**src/rtl/signed_seg_display.sv**
```systemverilog
// Shows a latched 4-bit two's-complement value in sign-magnitude form on a
// 4-digit common-anode display. Define SIGNED_SEG_RAW_HEX_EN to show the raw hex pattern on DIG3.
module signed_seg_display #(
  parameter int REFRESH_DIV = 100000
) (
  input  logic       clk,
  input  logic       reset,
  input  logic       load,
  input  logic [3:0] value,
  output logic [6:0] seg,
  output logic [3:0] an,
  output logic       dp
);

  localparam int CW = (REFRESH_DIV > 1) ? $clog2(REFRESH_DIV) : 1;
  localparam logic [CW-1:0] LAST = CW'(REFRESH_DIV - 1);

  localparam logic [6:0] BLANK = 7'b1111111;
  localparam logic [6:0] MINUS = 7'b0111111;

  typedef enum logic [1:0] {DIG0, DIG1, DIG2, DIG3} scan_state_t;

  scan_state_t   scan_state;
  logic [3:0]    held;
  logic [CW-1:0] cnt;
  logic          neg;
  logic [3:0]    mag;

  // Active-low gfedcba glyphs; hex letters exist only when the raw view is built.
  function automatic logic [6:0] glyph(input logic [3:0] d);
    logic [6:0] g;
    g = BLANK;
    case (d)
      4'h0: g = 7'b1000000;
      4'h1: g = 7'b1111001;
      4'h2: g = 7'b0100100;
      4'h3: g = 7'b0110000;
      4'h4: g = 7'b0011001;
      4'h5: g = 7'b0010010;
      4'h6: g = 7'b0000010;
      4'h7: g = 7'b1111000;
      4'h8: g = 7'b0000000;
`ifdef SIGNED_SEG_RAW_HEX_EN
      4'h9: g = 7'b0010000;
      4'hA: g = 7'b0001000;
      4'hB: g = 7'b0000011;
      4'hC: g = 7'b1000110;
      4'hD: g = 7'b0100001;
      4'hE: g = 7'b0000110;
      4'hF: g = 7'b0001110;
`endif
      default: g = BLANK;
    endcase
    return g;
  endfunction

  // 4-bit negate of -8 wraps back to 4'b1000, which reads correctly as magnitude 8.
  always_comb begin
    neg = held[3];
    mag = neg ? (~held + 4'd1) : held;
  end

  always_ff @(posedge clk) begin
    if (reset) begin
      held       <= 4'd0;
      cnt        <= '0;
      scan_state <= DIG0;
      an         <= 4'b1111;
      seg        <= BLANK;
      dp         <= 1'b1;
    end else begin
      if (load) held <= value;

      if (cnt == LAST) begin
        cnt <= '0;
        case (scan_state)
          DIG0:    scan_state <= DIG1;
          DIG1:    scan_state <= DIG2;
          DIG2:    scan_state <= DIG3;
          default: scan_state <= DIG0;
        endcase
      end else begin
        cnt <= cnt + CW'(1);
      end

      // Outputs follow the current (pre-update) state, so they trail it by one cycle.
      dp <= 1'b1;
      case (scan_state)
        DIG0: begin
          an  <= 4'b1110;
          seg <= glyph(mag);
        end
        DIG1: begin
          an  <= 4'b1101;
          seg <= neg ? MINUS : BLANK;
        end
        DIG2: begin
          an  <= 4'b1011;
          seg <= BLANK;
        end
        default: begin
          an  <= 4'b0111;
`ifdef SIGNED_SEG_RAW_HEX_EN
          seg <= glyph(held);
`else
          seg <= BLANK;
`endif
        end
      endcase
    end
  end

endmodule

```
**config.mk**
```make
export PLATFORM = sky130hd
export DESIGN_NAME = signed_seg_display
export DESIGN_NICKNAME = d
export VERILOG_FILES = /design/src/rtl/signed_seg_display.sv
export SDC_FILE = /design/constraint.sdc
export NUM_CORES = 1
export LEC_CHECK = 0
export ABC_AREA = 1
export CAP_MARGIN = 5
export CORE_MARGIN = 2
export CORE_UTILIZATION = 50
export CTS_BUF_LIST = sky130_fd_sc_hd__clkbuf_16
export CTS_CLUSTER_SIZE = 16
export DETAILED_ROUTE_END_ITERATION = 12
export HOLD_SLACK_MARGIN = 0.12
export PLACE_DENSITY = 0.74
export SLEW_MARGIN = 20
export SYNTH_ARGS = -nofsm -noshare
export SYNTH_HDL_FRONTEND = slang
export SYNTH_SLANG_ARGS = --single-unit
```
**constraint.sdc**
```tcl
create_clock -name clk -period 3.35 [get_ports clk]
set_input_delay 1.005 -clock clk [delete_from_list [all_inputs] [get_ports clk]]
set_output_delay 1.005 -clock clk [all_outputs]
set_load 0.02 [all_outputs]
```
# Word-level counts from Yosys, hierarchy flattened
# Memory sizes are Yosys's and may differ from the RTL's.
# Cells that the tools add are included.
[totals]
ff_bits = 34
romBits = 112
output_inout_bits = 12
n_memories = 1
[memory_table]
columns = ["memory", "words", "width", "read_ports", "rd_ports_with_merged_regs", "wr", "line_no", "text"]
rows = [
  ["(no name shown)", 16, 7, 1, 0, 0, "33", "case (d)"],
]
[classes]
addsub = 2
n_eq_ne = 3
muxes = 5
n_bitwise = 1
n_reduce_logical = 2
[ops]
columns = ["cell", "count"]
rows = [
  ["adder 17 x 1 -> 17 bit (second input constant)", 1],
  ["== test 17 bit (second input constant)", 1],
  ["one-hot mux 7 bit (2 select lines)", 1],
  ["one-hot mux 4 bit (3 select lines)", 1],
  ["2-to-1 mux 7 bit", 1],
  ["one-hot mux 2 bit (3 select lines)", 1],
  ["adder 4 x 1 -> 4 bit (second input constant)", 1],
  ["2-to-1 mux 4 bit", 1],
  ["inverter 4 bit", 1],
  ["== test 2 x 1 -> 1 bit (second input constant)", 1],
  ["== test 2 bit (second input constant)", 1],
  ["zero test 2 bit", 1],
  ["OR reduction 2 bit", 1],
]

# Depth between registers and ports, before layout
# Gate-level depths: netlist of run 1.
# An unclocked memory read counts as a cell.
[logic_depth]
depth_word = 5
depth_mapped = 10
ltp_nobuf = 10

# Worst setup path before layout of run 1
# Ideal clock, no wire load.
[synth_timing]
kind = "input -> register"
startpoint = "in reset"
endpoint = "reg seg[6]"
arrival_time_ps = 1655
setup_slack_ps = 1580
path_stages = 3
path_cell_list = "nor3_1 o21bai_1 nand2_1"
[synth_rtl]
columns = ["element", "line_no", "text"]
rows = [
  ["start, declared", "7", "input logic reset,"],
  ["end signal, assigned", "91", "seg <= glyph(mag);"],
  ["end signal, assigned", "95", "seg <= neg ? MINUS : BLANK;"],
  ["end, declared", "10", "output logic [6:0] seg,"],
]

# Worst setup path after layout of run 1
[layout_timing]
startpoint = "reg an[0]"
endpoint = "out an[0]"
[layout_rtl]
columns = ["element", "line_no", "text"]
rows = [
  ["start, declared", "11", "output logic [3:0] an,"],
  ["start signal, assigned", "68", "an <= 4'b1111;"],
  ["start signal, assigned", "90", "an <= 4'b1110;"],
  ["start signal, assigned", "94", "an <= 4'b1101;"],
]
# No word-level cell between the ends.

==> impl_metrics.ini, run 1 <==
[die]
io_pins = 19
die_w_um = 64.13
start_util_pct = 52.93
die_h_um = 64.13
rows = 21
coreArea_mm2 = 0.003416
die_area_mm2 = 0.004113

[placement]
hpwl_um = 2404
post_dp_cell_area_mm2 = 0.002012
gp_congestion = 0.8498
numPortBuffers = 17

[finish]
utilization_pct = 62.93
regArea_um2 = 680.7
area_growth_pct = 18.89
multiInputGateArea_um2 = 983.4
fin_nets = 287
drive_gt1_share_pct = 8.856
fillerInstances = 303
diodes = 0
stdcell_area_mm2 = 0.002150

[synth]
synthCells = 249
synthTopCellsByArea = dfxtp_1, nand2_1, nor2_1, ha_1, inv_1
yosysTopAreaCell = dfxtp_1
synthDistinctLibCells = 30
syn_area_mm2 = 0.001808
synth_top_area_share_pct = 37.65
synth_seq_area_share_pct = 37.65
yosysWarnings = 0
synthesis.nets = 266
ys_ff_latch = 34
syn_area_per_cell_um2 = 7.261

[critical_path]
cp.required_ps = 2340
reg2reg_depth = 9
cpLargestDelayFamily = buffers and inverters
critPathBufInv = 1
cpPeakStageDelay_ps = 590
rrSetupSlack_ps = 1610
crit_path_max_fanout = 1
crit_path_cell_trace = clkdlybuf4s50_1
crit_path_top_delay_cell = clkdlybuf4s50_1
cp.depth = 1
cp_data_arrival_time_ps = 1180
start_kind = register
crit_path_end_kind = output pin
worst-setup-path-type = register to output pin

[timing]
rsz0062_at_grt = no
post-route-period-util_pct = 65.10
fmax_mhz = 458.6
relSlewSlack_pct = 57.45
worstMarginPinSlew_ps = 633.3
slew_violations = 0
holdWs_ps = 460.1
fin_worst_skew_ps = 3.237
setup_violations = 0
min_period_ps = 2181
finalSetupTns_ps = 0
finalHoldViolCount = 0

[grt]
grt_max_degree = 16
grt_pass1_vias = 1431
grt_pass1_wl_um = 5968
grt_overflow_total = 0
antenna_found_initial = 0
grt.total_usage_pct = 18.68

[detailed_routing]
drt_wl_total_um = 3193
wl_per_cell_um = 10.07
drtIter0Drc = 85
num_vias = 1502
ant_nets = 0
vias_per_cell = 4.738
drc = 0
drtPass1Iterations = 4

[flow_run]
maxCapViolCount = 0

[clock_network]
insertion_delay_ps = 270
cts-root-buf = clkbuf_16
cts_tree = done
cts_buffer_depth = 2
path_clk_slew_ps = 50
cts_setup_buffers = 0
cts_buffers = 5
htreeDepth = 2
cts_hold_buf = 0
cts.sinks = 34
cts.repair.resized = 0

[power_and_ir_drop]
powerDensity_mw_per_mm2 = 446.6
p_leak_uw = 0.0009299
p_total_uw = 960.0
max-vdd-ir-drop_mv = 0.3042

[worst_hold_path]
holdCritPathClass = register to register
hold_depth = 1

[status]
run_status = finished, final reports clean
[worst paths after layout]
path | start | end
worst max register to register | held[0] | seg[6]
worst min register to register | cnt[0] | cnt[0]
worst max-delay path | an[0] | an[0]
worst min-delay path | cnt[0] | cnt[0]
[registers in the layout, summed over array words and instances, names as in the netlist]
| signal | cells |
|---|---|
| seg | 7 |
| held | 4 |
| an | 4 |
| scan_state | 2 |
| cnt | 17 |
[per-stage QoR]
step           instances  setup slack (ps)
2_1_floorplan        249              1580
3_3_place_gp         309             992.5
3_5_place_dp         309             968.1
4_1_cts              317              1156
5_1_grt              317              1057
6_report             317              1169
[cells by family (layout without fill, tap and decap cells)]
family / after synthesis / in the layout / share of synthesized area, %
simple gates: 142 / 142 / 36.96
xor+xnor: 8 / 8 / 3.876
buf+inv: 35 / 57 / 7.958
flops: 34 / 34 / 37.65
compound gates: 19 / 19 / 6.436
fa+ha+maj: 10 / 10 / 6.920
other cells: 1 / 1 / 0.2074
[power by group]
part / switching (µW) / internal (µW) / leakage [µW]
sequential: 8.65 / 422 / 0.000278
clock: 156 / 268 / 0.0000724
combinational: 58.8 / 46.0 / 0.000579
total: 224 / 736 / 0.000930
[Yosys cell counts, drive strengths merged]
cell,count
nand2,65
nor2,48
dfxtp,34
inv,32
nand3,19
ha,10
o21ai,9
xor2,7
a21oi,6
nand4,5
buf,3
o21bai,3
nand3b,2
nor3,2
conb,1
o211ai,1
or2,1
xnor2,1
[area by class of cell]
type	instances	area share [%]
timing repair buffer	17	7.916
clock buffer	5	5.821
clock inverter	3	0.5821
multi-input combinational	180	45.75
tap	46	2.678
inverter	32	5.588
sequential	34	31.66
[metal layers]
metal  track usage (%)  routed length (µm)
met1             22.01                1579
met2             32.03                1463
met3             4.754                  99
met4             7.979                  51
met5                 0                   0
[cell usage in the layout, fill, tap and decap left out, types with 2 or more instances in the layout]
cell	count
nand2_4	2
nand4_1	5
nor2_2	4
o21ai_0	8
nand2_1	58
nor3_1	2
dfxtp_1	34
nor2_1	41
nand2_2	5
xor2_1	7
clkbuf_16	5
clkdlybuf4s50_1	17
o21bai_1	2
nor2_4	2
nand3_1	18
inv_1	32
ha_1	10
a21oi_1	6
No activity file was read; power rests on OpenSTA's default activity.
==> run 2, diff against run 1 <==
==> constraint.sdc (replaced) <==
create_clock -name clk -period 2.09 [get_ports clk]
set_input_delay 0.627 -clock clk [delete_from_list [all_inputs] [get_ports clk]]
set_output_delay 0.627 -clock clk [all_outputs]
set_load 0.02 [all_outputs]
==> impl_metrics.ini, run 2 (same netlist as run 1, synthesis figures left out) <==
[status]
run_status = finished, final reports clean

[die]
coreArea_mm2 = 0.003416
io_pins = 19
die_w_um = 64.13
die_area_mm2 = 0.004113
rows = 21
start_util_pct = 52.93
die_h_um = 64.13

[clock_network]
cts_buffer_depth = 2
htreeDepth = 2
cts_setup_buffers = 0
cts_tree = done
path_clk_slew_ps = 50
insertion_delay_ps = 280
cts.sinks = 34
cts-root-buf = clkbuf_16
cts_buffers = 5
cts.repair.resized = 0
cts_hold_buf = 0

[detailed_routing]
drc = 0
drtPass1Iterations = 5
vias_per_cell = 4.670
drt_wl_total_um = 3184
ant_nets = 0
num_vias = 1485
wl_per_cell_um = 10.01
drtIter0Drc = 58

[grt]
antenna_found_initial = 0
grt_pass1_vias = 1409
grt_max_degree = 16
grt.total_usage_pct = 18.43
grt_overflow_total = 0
grt_pass1_wl_um = 5816

[timing]
layout_setup_ws_ps = 292.7
fmax_mhz = 556.4
setup_violations = 0
fin_worst_skew_ps = 3.356
slew_violations = 0
finalHoldViolCount = 0
min_period_ps = 1797
rsz0062_at_grt = no
post-route-period-util_pct = 85.99
finalSetupTns_ps = 0

[critical_path]
crit_path_cell_trace = clkdlybuf4s50_1
cpLargestDelayFamily = buffers and inverters
cpPeakStageDelay_ps = 590
crit_path_max_fanout = 1
worst-setup-path-type = register to output pin
crit_path_top_delay_cell = clkdlybuf4s50_1
crit_path_end_kind = output pin
critPathBufInv = 1
start_kind = register
cp_data_arrival_time_ps = 1170
cp.required_ps = 1460

[finish]
layout_common_cells = nand2_1, nor2_1, dfxtp_1, inv_1, nand3_1
reg_top3 = cnt (17), seg (7)
top_register = cnt
largest_reg_flops = 17
final_common_cell = nand2_1
utilization_pct = 63.11
fin_nets = 288
diodes = 0
drive_gt1_share_pct = 8.824
area_growth_pct = 19.24

[power_and_ir_drop]
max-vdd-ir-drop_mv = 0.3700
p_total_uw = 1538
p_leak_uw = 0.0009286
powerDensity_mw_per_mm2 = 713.4

[flow_run]
maxCapViolCount = 0

[placement]
gp_congestion = 0.8531
hpwl_um = 2397
dpl_worst_slack_ps = 292.0
numPortBuffers = 17

[worst_hold_path]
holdCritPathClass = register to register
[run 2: changes by cell type in the layout (fill, tap and decap cells not counted), sizes merged]
cell	before	now
clkinv	2	3
buf	0	1
inv	33	32
[run 2: power breakdown]
group	total (µW)	switching, µW	internal [µW]
sequential	691	13.6	677
clock	677	250	427
combinational	170	95.2	74.9
[run 2: per-stage QoR]
stage          hold slack, ps  instance area (µm²)  instances
2_1_floorplan           429.6                 1808        249
3_5_place_dp            450.8                 2019        310
6_report                468.4                 2156        318
5_1_grt                 474.8                 2156        318
4_1_cts                 462.9                 2156        318
3_3_place_gp            443.4                 2019        310
[run 2: final timing paths]
path                              start  endpoint  slack, ps  cells after the start
worst max-delay path             seg[4]    seg[4]        290                      1
worst max register to register  held[0]    seg[6]        340                      9
worst min-delay path             cnt[0]    cnt[0]        470                      1
worst min register to register   cnt[0]    cnt[0]        470                      1
[run 2: area by class of cell]
type / count / area (µm²)
Timing Repair Buffer: 18 / 177.7
Sequential cell: 34 / 680.7
Clock inverter: 3 / 11.26
Clock buffer: 5 / 125.1
Tap cell: 46 / 57.56
Fill cell: 308 / 1260
Multi-Input combinational cell: 180 / 983.4
Inverter: 32 / 120.1
[run 2: routing by layer]
layer | GRT usage (%) | vias to the layer above | share of wire, %
met5 | 0 | - | 0
li1 | - | 820 | -
met2 | 30.34 | 27 | 44
met1 | 21.40 | 634 | 50
met3 | 6.866 | 4 | 4.8
met4 | 7.979 | 0 | 1.1
